## src/rtl/control_unit.sv

```systemverilog
// ---------------------------------------------------------------------------
// control_unit
//   Micro-sequencer for a small 8-bit accumulator CPU. It walks through
//   FETCH0 -> FETCH1 -> FETCH2 -> DECODE -> EXEC(step 0..5). At the end of an
//   instruction it returns to FETCH0. Opcode 0xF0 parks the sequencer in HALT.
//   Every output is a flop loaded from the decode of the *next* {state, step}.
//   As a result, the outputs always show a clean Moore decode of the current
//   {state, step}.
//
// Ports
//   i_clk            rising-edge clock
//   i_rst            synchronous active-high reset
//   i_run            fetch enable; sampled only while idle in FETCH0
//   i_ir[7:0]        instruction register from the datapath (sampled in DECODE)
//   o_transfer_cmd   register-transfer command (0 = none)
//   o_inc_pc         PC increment
//   o_inc_dec_sp     01 = SP+1, 10 = SP-1, 00 = hold
//   o_alu_calculate  latch ALU result R and the C/Z flags
//   o_alu_res_to_ap  ALU operand/destination is AP instead of A
//   o_reset_ir       clear IR
//   o_next_instr     one-cycle pulse on the last step of an instruction
//   o_halted         sequencer is in HALT
//   o_illegal        sticky undefined-opcode flag
//   o_busy           high except in idle FETCH0 and HALT
// ---------------------------------------------------------------------------
module control_unit (
  input  logic       i_clk,
  input  logic       i_rst,
  input  logic       i_run,
  input  logic [7:0] i_ir,
  output logic [3:0] o_transfer_cmd,
  output logic       o_inc_pc,
  output logic [1:0] o_inc_dec_sp,
  output logic       o_alu_calculate,
  output logic       o_alu_res_to_ap,
  output logic       o_reset_ir,
  output logic       o_next_instr,
  output logic       o_halted,
  output logic       o_illegal,
  output logic       o_busy
);

  typedef enum logic [2:0] {
    S_FETCH0,
    S_FETCH1,
    S_FETCH2,
    S_DECODE,
    S_EXEC,
    S_HALT
  } state_t;

  typedef struct packed {
    logic [3:0] cmd;
    logic       inc_pc;
    logic [1:0] sp;
    logic       alu;
    logic       ap;
    logic       reset_ir;
    logic       next_instr;
    logic       halted;
    logic       busy;
  } ctl_t;

  typedef struct packed {
    logic [3:0] cmd;
    logic       inc_pc;
    logic [1:0] sp;
    logic       alu;
    logic       ap;
    logic       last;
  } exec_t;

  // ALU opcodes that take an operand from memory (bit3 selects indirect).
  function automatic logic is_alu_mem(input logic [7:0] op);
    return (op[7:4] == 4'h3) || (op[7:4] == 4'h6) ||
           (op[7:4] == 4'h7) || (op[7:4] == 4'h8);
  endfunction

  // Register-only ALU opcodes.
  function automatic logic is_alu_reg(input logic [7:0] op);
    return (op[7:4] == 4'h5) || (op[7:4] == 4'h9);
  endfunction

  // Opcodes whose first two EXEC steps are the operand fetch pair.
  function automatic logic uses_opf(input logic [7:0] op);
    return (op == 8'h11) || (op == 8'h13) || (op == 8'h19) || (op == 8'h1B) ||
           (op == 8'h21) || (op == 8'h23) || (op == 8'hA1) || (op == 8'hA5) ||
           (op == 8'hA9) || is_alu_mem(op);
  endfunction

  function automatic logic op_legal(input logic [7:0] op);
    return (op == 8'h00) || uses_opf(op) || is_alu_reg(op) ||
           (op == 8'h2C) || (op == 8'h2E) || (op == 8'h1C) || (op == 8'h1E) ||
           (op == 8'hC0) || (op == 8'hD0) || (op == 8'hE0);
  endfunction

  // EXEC micro-step table. An undefined opcode falls through to the NOP row.
  // A default branch marks the final step, so no opcode can run past it.
  function automatic exec_t exec_decode(input logic [7:0] op, input logic [2:0] step);
    exec_t d;
    d    = '0;
    d.ap = (is_alu_mem(op) || is_alu_reg(op)) & op[1];
    if (uses_opf(op) && (step < 3'd2)) begin
      d.cmd    = (step == 3'd0) ? 4'h1 : 4'h2;
      d.inc_pc = (step == 3'd1);
    end else if ((op == 8'h11) || (op == 8'h13)) begin
      d.cmd  = 4'h5;
      d.last = 1'b1;
    end else if ((op == 8'h19) || (op == 8'h1B)) begin
      case (step)
        3'd2:    d.cmd = 4'h4;
        3'd3:    d.cmd = 4'h2;
        default: begin d.cmd = 4'h5; d.last = 1'b1; end
      endcase
    end else if ((op == 8'h21) || (op == 8'h23)) begin
      case (step)
        3'd2:    d.cmd = 4'h4;
        3'd3:    d.cmd = 4'h8;
        default: begin d.cmd = 4'h9; d.last = 1'b1; end
      endcase
    end else if ((op == 8'h2C) || (op == 8'h2E)) begin
      case (step)
        3'd0:    d.cmd = 4'h7;
        3'd1:    d.cmd = 4'h8;
        default: begin d.cmd = 4'h9; d.sp = 2'b10; d.last = 1'b1; end
      endcase
    end else if ((op == 8'h1C) || (op == 8'h1E)) begin
      case (step)
        3'd0:    d.sp  = 2'b01;
        3'd1:    d.cmd = 4'h7;
        3'd2:    d.cmd = 4'h2;
        default: begin d.cmd = 4'h5; d.last = 1'b1; end
      endcase
    end else if (is_alu_mem(op) && !op[3]) begin
      case (step)
        3'd2:    d.alu = 1'b1;
        default: begin d.cmd = 4'hA; d.last = 1'b1; end
      endcase
    end else if (is_alu_mem(op)) begin
      case (step)
        3'd2:    d.cmd = 4'h4;
        3'd3:    d.cmd = 4'h2;
        3'd4:    d.alu = 1'b1;
        default: begin d.cmd = 4'hA; d.last = 1'b1; end
      endcase
    end else if (is_alu_reg(op)) begin
      case (step)
        3'd0:    d.alu = 1'b1;
        default: begin d.cmd = 4'hA; d.last = 1'b1; end
      endcase
    end else if ((op == 8'hA1) || (op == 8'hA5) || (op == 8'hA9)) begin
      d.cmd  = 4'hB;
      d.last = 1'b1;
    end else if (op == 8'hC0) begin
      d.cmd  = 4'hC;
      d.last = 1'b1;
    end else if (op == 8'hD0) begin
      d.cmd  = 4'hD;
      d.last = 1'b1;
    end else if (op == 8'hE0) begin
      d.cmd  = 4'hE;
      d.last = 1'b1;
    end else begin
      d.last = 1'b1;
    end
    return d;
  endfunction

  state_t     r_state, w_state_nxt;
  logic [2:0] r_step, w_step_nxt;
  logic [7:0] r_opcode, w_opcode_nxt;
  logic       r_illegal, w_set_illegal;
  ctl_t       r_ctl, w_ctl_nxt;
  exec_t      w_exec_nxt;

  assign w_exec_nxt = exec_decode(w_opcode_nxt, w_step_nxt);

  // FETCH0 uses step 0 as "idle" and step 1 as "fetch granted". Thanks to this
  // split, the fetch decision is part of {state, step}, and the outputs stay
  // pure Moore decodes.
  // In EXEC, r_ctl.next_instr already holds the "last step" flag for the
  // current step, so the table does not have to be decoded a second time.
  always_comb begin
    w_state_nxt   = r_state;
    w_step_nxt    = r_step;
    w_opcode_nxt  = r_opcode;
    w_set_illegal = 1'b0;
    case (r_state)
      S_FETCH0: begin
        if (r_step == 3'd0) begin
          if (i_run) w_step_nxt = 3'd1;
        end else begin
          w_state_nxt = S_FETCH1;
          w_step_nxt  = 3'd0;
        end
      end
      S_FETCH1: w_state_nxt = S_FETCH2;
      S_FETCH2: w_state_nxt = S_DECODE;
      S_DECODE: begin
        w_opcode_nxt = i_ir;
        w_step_nxt   = 3'd0;
        if (i_ir == 8'hF0) begin
          w_state_nxt = S_HALT;
        end else begin
          w_state_nxt   = S_EXEC;
          w_set_illegal = !op_legal(i_ir);
        end
      end
      S_EXEC: begin
        if (r_ctl.next_instr) begin
          w_state_nxt = S_FETCH0;
          w_step_nxt  = 3'd0;
        end else begin
          w_step_nxt = r_step + 3'd1;
        end
      end
      S_HALT: w_state_nxt = S_HALT;
      default: begin
        w_state_nxt = S_FETCH0;
        w_step_nxt  = 3'd0;
      end
    endcase
  end

  // Output decode of the next {state, step}; it is registered below.
  always_comb begin
    w_ctl_nxt = '0;
    case (w_state_nxt)
      S_FETCH0: begin
        w_ctl_nxt.reset_ir = 1'b1;
        if (w_step_nxt != 3'd0) begin
          w_ctl_nxt.cmd  = 4'h1;
          w_ctl_nxt.busy = 1'b1;
        end
      end
      S_FETCH1: begin
        w_ctl_nxt.cmd    = 4'h2;
        w_ctl_nxt.inc_pc = 1'b1;
        w_ctl_nxt.busy   = 1'b1;
      end
      S_FETCH2: begin
        w_ctl_nxt.cmd  = 4'h3;
        w_ctl_nxt.busy = 1'b1;
      end
      S_DECODE: w_ctl_nxt.busy = 1'b1;
      S_EXEC: begin
        w_ctl_nxt.cmd        = w_exec_nxt.cmd;
        w_ctl_nxt.inc_pc     = w_exec_nxt.inc_pc;
        w_ctl_nxt.sp         = w_exec_nxt.sp;
        w_ctl_nxt.alu        = w_exec_nxt.alu;
        w_ctl_nxt.ap         = w_exec_nxt.ap;
        w_ctl_nxt.next_instr = w_exec_nxt.last;
        w_ctl_nxt.busy       = 1'b1;
      end
      S_HALT: w_ctl_nxt.halted = 1'b1;
      default: w_ctl_nxt = '0;
    endcase
  end

  always_ff @(posedge i_clk) begin
    if (i_rst) begin
      r_state   <= S_FETCH0;
      r_step    <= '0;
      r_opcode  <= '0;
      r_illegal <= 1'b0;
      r_ctl     <= '0;
    end else begin
      r_state   <= w_state_nxt;
      r_step    <= w_step_nxt;
      r_opcode  <= w_opcode_nxt;
      r_illegal <= r_illegal | w_set_illegal;
      r_ctl     <= w_ctl_nxt;
    end
  end

  assign o_transfer_cmd  = r_ctl.cmd;
  assign o_inc_pc        = r_ctl.inc_pc;
  assign o_inc_dec_sp    = r_ctl.sp;
  assign o_alu_calculate = r_ctl.alu;
  assign o_alu_res_to_ap = r_ctl.ap;
  assign o_reset_ir      = r_ctl.reset_ir;
  assign o_next_instr    = r_ctl.next_instr;
  assign o_halted        = r_ctl.halted;
  assign o_illegal       = r_illegal;
  assign o_busy          = r_ctl.busy;

endmodule

```

## config.mk

```make
export PLATFORM = sky130hd
export DESIGN_NAME = control_unit
export DESIGN_NICKNAME = d
export VERILOG_FILES = /design/src/rtl/control_unit.sv
export SDC_FILE = /design/constraint.sdc
export NUM_CORES = 1
export LEC_CHECK = 0
export BUFFER_PORTS_ARGS = -buffer_cell sky130_fd_sc_hd__buf_2
export CORE_UTILIZATION = 40
export DETAILED_ROUTE_END_ITERATION = 7
export PLACE_DENSITY = 0.57
export SLEW_MARGIN = 5
export SYNTH_ARGS = -nofsm -noshare
export SYNTH_HDL_FRONTEND = slang
export SYNTH_SLANG_ARGS = --single-unit
```

## constraint.sdc

```tcl
create_clock -name i_clk -period 2.8 [get_ports i_clk]
set_input_delay 0.28 -clock i_clk [delete_from_list [all_inputs] [get_ports i_clk]]
set_output_delay 0.28 -clock i_clk [all_outputs]
set_load 0.02 [all_outputs]
```

Yosys cells after proc, flatten, opt, wreduce, memory -nomap -nowiden
Cells that the tools add are included.
{ "totals": {"register_bits": 28, "wordCells": 203, "inputBits": 11} }
{ "classes": {"order_cmp": 1, "n_mux": 64, "n_bitwise": 3, "reduce_logical": 62, "eq_ne": 59, "add_sub_neg": 1} }
{ "ops": {"columns": ["op", "n"], "rows": [
  ["equality test 8 bit, second input constant", 13],
  ["equality test 8 x 5 -> 1 bit, second input constant", 12],
  ["equality test 8 x 6 -> 1 bit, second input constant", 8],
  ["2-to-1 mux 4 bit", 15],
  ["logical OR 1 bit", 42],
  ["2-to-1 mux 1 bit", 29],
  ["equality test 4 x 3 -> 1 bit, second input constant", 6],
  ["equality test 3 x 2 -> 1 bit, second input constant", 6],
  ["case mux 3 bit (3 select lines)", 2],
  ["case mux 3 bit (6 select lines)", 1],
  ["equality test 4 bit, second input constant", 4],
  ["case mux 4 bit (2 select lines)", 2],
  ["case mux 4 bit (4 select lines)", 1],
  ["equality test 3 bit, second input constant", 5],
  ["2-to-1 mux 3 bit", 5],
  ["logical NOT 3 bit", 4],
  ["case mux 4 bit (3 select lines)", 1],
  ["OR reduction 3 bit", 4],
  ["equality test 3 x 1 -> 1 bit, second input constant", 3],
  ["equality test 4 x 2 -> 1 bit, second input constant", 2],
  ["logical NOT 8 bit", 1],
  ["2-to-1 mux 2 bit", 4],
  ["2-to-1 mux 8 bit", 1],
  ["OR reduction 8 bit", 1],
  ["13 further kinds", 18]
]} }

Logic depth before layout (Yosys ltp)
{ "logic_depth": {"word_depth": 23, "ltp_mapped": 10, "depth_no_buf": 9} }

Worst setup path before layout
Ideal clock, no wire load.
{ "synth_path": {"path_type": "reg2reg", "startpoint": "register r_step[0]", "endpoint": "register r_ctl (netlist bit o_transfer_cmd[1])", "path_stages_with_launch": 11, "t_required_ps": 2708, "setup_time_ps": 92, "n_path_buf": 1, "period_less_slack_ps": 2038, "arrival_time_ps": 1946, "slack_ps": 762, "path_cell_list": "dfxtp_1 inv_1 ha_1 nor2b_1 o2111ai_1 o211a_1 buf_6 nand3_1 a21oi_1 nand2_1 o32ai_1"} }
{ "synth_via": {"elab_chain_len": 15, "word_cells_on_any_way": 36, "cone_classes": "add/sub: 1; order compare: 1; eq/ne: 7; mux: 23; reduce/logical: 4"} }
{ "synth_rtl": {"columns": ["item", "line_no", "source"], "rows": [
  ["start: declaration", "170", "logic [2:0] r_step, w_step_nxt;"],
  ["start signal: assignment", "269", "r_step <= w_step_nxt;"],
  ["adder 3 x 1 -> 3 bit, or another cell as far along", "214", "w_step_nxt = r_step + 3'd1;"],
  ["2-to-1 mux 3 bit (on tied branches)", "210, 190", null],
  ["case mux 3 bit (3 select lines)", "188", "case (r_state)"],
  ["logical NOT 3 bit", null, null],
  ["2-to-1 mux 4 bit", "147", "case (step)"],
  ["2-to-1 mux 4 bit", "146", "end else if (is_alu_reg(op)) begin"],
  ["2-to-1 mux 4 bit", "139", "end else if (is_alu_mem(op)) begin"],
  ["2-to-1 mux 4 bit", "134", "end else if (is_alu_mem(op) && !op[3]) begin"],
  ["2-to-1 mux 4 bit", "127", "end else if ((op == 8'h1C) || (op == 8'h1E)) begin"],
  ["2-to-1 mux 4 bit", "121", "end else if ((op == 8'h2C) || (op == 8'h2E)) begin"],
  ["2-to-1 mux 4 bit", "115", "end else if ((op == 8'h21) || (op == 8'h23)) begin"],
  ["2-to-1 mux 4 bit", "109", "end else if ((op == 8'h19) || (op == 8'h1B)) begin"],
  ["2-to-1 mux 4 bit", "106", "end else if ((op == 8'h11) || (op == 8'h13)) begin"],
  ["2-to-1 mux 4 bit", "103", "if (uses_opf(op) && (step < 3'd2)) begin"],
  ["case mux 4 bit (4 select lines) (*)", "228", "case (w_state_nxt)"],
  ["end signal: assignment", "272", "r_ctl <= w_ctl_nxt;"],
  ["end: declaration", "173", "ctl_t r_ctl, w_ctl_nxt;"]
]} }
Mark *: on every way between the ends. The rest lies on a longest branch, timed or not.
A chain may end at the register's enable or synchronous reset.

Final worst setup path
Ends and elaborated chain as after synthesis.

==> summary.txt <==
Setup path
  • Worst Path Buf+Inv: 1
  • Worst path slowest cell: dfxtp_1
  • Reg2reg setup slack: between 0.15 and 0.2 ns
  • Critical Path End Type: flop
  • CP top delay family: compound AO/OA/AOI/OAI gates
  • CP peak stage delay: 0.41 ns
  • Setup CP Type: flop to flop
  • CP Data Arrival Time: about 2.8 ns
  • Worst endpoint required time: 2.98 ns
  • CP startpoint kind: flop
  • Worst path cell trace: inv_1, ha_1, nor2b_1, a31oi_1, o211a_1, nand3_1, a21oi_1, nand2_1, o32ai_1
  • Worst-path fanout max: 10

Routing
  • Post-DRT Antenna Nets: 0
  • # DRC: 0
  • Vias: between 2,000 and 2,500
  • Via/cell ratio: roughly 6.0
  • First-pass iteration count of the detailed router: 6
  • Iter 0 DRT Violations: ~170
  • Routed WL: 5.83 mm
  • WL/cell: 16.3 µm

Power and ir drop
  • Clock power frac: 15.4%
  • Fraction of power consumed by sequential logic: 32.2%
  • Pwr dens: roughly 660 nW/µm²
  • Logic pwr share: between 50% and 60%
  • Switching Share: 44.6%
  • Maximum VDD drop: 0.311 mV
  • Cell Int Power: between 0.8 and 0.9 mW
  • Sw Pwr: just over 0.7 mW
  • Leakage: roughly 0.9 nW

Die
  • Core Area: between 5000 and 6000 µm²
  • Boundary pin count: 25
  • Initial core utilization: between 40% and 50%
  • Die height: between 70 and 80 µm
  • Die width: about 76 µm
  • DIE AREA: approximately 5800 µm²
  • # rows: 26

Timing
  • Pins over their slew limit: 0
  • Maximum clock rate: roughly 0.38 GHz
  • Setup TNS after final layout: 0 ns
  • RSZ-0062 raised after global routing: no
  • Worst-margin pin slew: 0.662 ns
  • Max transition margin: between 50% and 60%
  • Final setup vio count: 0
  • Min Tclk post-route: 2.64 ns
  • Max Clock Skew: between 0.007 and 0.008 ns
  • Final Hold Fails: 0
  • Fin crit share: a little over nine tenths

GRT
  • Vias in the first global route: slightly below 2,000
  • Pin count of the biggest net entering global routing: 22
  • First-pass GRT wire length: ~9.8 mm
  • Global route overflow: 0
  • Initial antenna violation count: 0
  • Global-route usage over all layers: between 20% and 30%

Logic synthesis
  • Synthesis Warnings: 0
  • Top cells by count, synth: nand2_1, dfxtp_1, nor2_1
  • Mean area per synthesized cell: 8.17 µm²
  • EDFF count, synth: 0
  • Syn nets: about 280
  • Cells after Synth: 270
  • Mapped Area: between 2000 and 2500 µm²
  • Leading cell type by number of instances after synthesis: nand2_1
  • Synth top area cells: dfxtp_1, nand2_1, a21oi_1
  • Top FF cell, synth: dfxtp_1
  • Sequential area share after synthesis: between 20% and 30%
  • Yosys top cell area share: between 20% and 30%
  • FF+latch count, synth: 28
  • Synth cell types: 77
  • Synth area leader: dfxtp_1
  • Async set or reset register ratio after synthesis: 0%

Final layout
  • Layout cells sized above 1: ~22%
  • Non-Filler Instances: about 360
  • Core Util, Final: a little under half
  • Layout overhead on the synthesized area: 9.59%
  • Fillers: about 540
  • Number of inserted diodes: 0
  • Layout net count: 301

Clock tree
  • Clk Latency, worst-skew pair: 0.27 ns
  • Clock sink count: 28
  • Max Root-Sink Buffers: 2
  • CTS hold repair buffers: 0
  • Total CTS buffers: 3
  • # resized after CTS: 0
  • CTS tree: done
  • Clock transition at path regs: approximately 0.090 ns
  • CTS H-tree lvls: 1
  • Post-CTS Repair Setup Buffers: 0
  • Root buffer cell: clkbuf_8

Run status
  • Outcome: complete, no violations

Placement
  • PortBufs: 24
  • GPL Wtd Cong: 0.855
  • HPWL after DPL: around 4.4 mm
  • Dpl cells: 353

Flow run
  • # Max-Cap Violations: 0

Min path
  • Hold Path Class: primary input to flop
[metrics by stage]
stage	setup slack [ns]	power [mW]	instance area, µm²	hold slack (ns)
floorplan	0.762	1.19	2200	0.406
global placement	0.163	1.34	2360	0.446
detailed placement	0.257	1.33	2360	0.465
CTS	0.230	1.58	2420	0.283
global route	0.0789	1.69	2420	0.306
finish	0.158	1.59	2420	0.289
[power by group through the flow]
stage          Combinational [mW]  Sequential [mW]  Clock (mW)
2_1_floorplan               0.638            0.548           0
5_1_grt                     0.902            0.517       0.269
6_report                    0.831            0.512       0.245
4_1_cts                     0.815            0.511       0.253
3_5_place_dp                0.811            0.521           0
3_3_place_gp                0.827            0.518           0
[tightest hold or removal path, stage by stage]
cell     delay (ns)
buf_2          0.13
nand2_1        0.06
a21oi_1        0.05
[final timing paths]
| kind | startpoint | endpoint | depth (start not counted) |
|---|---|---|---|
| setup / recovery | r_step[0] | o_transfer_cmd[1] | 9 |
| hold / removal | i_ir[2] | r_opcode[2] | 3 |
| setup reg to reg | r_step[0] | o_transfer_cmd[1] | 9 |
| hold reg to reg | o_illegal | o_illegal | 2 |
[layout make-up]
class	count	area, µm²	share of cell area [%]
clock buffer	4	55.1	2.28
inverter	7	26.3	1.09
multi-input combinational	217	1510	62.7
sequential	28	561	23.2
tap	70	87.6	3.63
timing repair buffer	31	173	7.15
[state kept, by name, indices dropped and copies added (netlist names)]
signal and count:
r_opcode 8, o_transfer_cmd 4, r_state 3, r_step 3, o_inc_dec_sp 2, o_alu_calculate 1
o_alu_res_to_ap 1, o_busy 1, o_halted 1, o_illegal 1, o_inc_pc 1, o_next_instr 1
o_reset_ir 1
[cells by family after synthesis]
group / Yosys count / synth area share [%]
multiplexers: 3 / 1.36
flip-flops: 28 / 25.4
buffers and inverters: 25 / 5.90
AND/OR/NAND/NOR: 126 / 33.9
XOR/XNOR: 5 / 1.99
adder cells (fa/ha/maj): 2 / 1.13
AO/OA/AOI/OAI: 81 / 30.3
[per-layer routing]
metal	wire length (µm)	up-vias	GRT usage [%]
met2	2500	76	31.3
met3	284	10	2.87
li1	-	1046	-
met4	70	0	4.23
met1	2970	995	30.4
met5	0	-	0
[cells in the final DEF (no fill, tap or decap), drive strengths merged, types with 3 or more instances in the layout]
master,count
xnor2,3
o21ai,12
a21oi,20
o211ai,5
o31ai,3
mux2i,3
nor4,4
nor2b,7
nor2,22
or2,3
or3,5
clkbuf,4
nand3b,4
nor3b,5
a31oi,7
nor4b,5
nand2,29
inv,7
nand2b,6
o21a,3
a211oi,6
and3b,3
nor3,10
nand3,13
dfxtp,28
buf,31
Power figures use the tool's default switching activity.
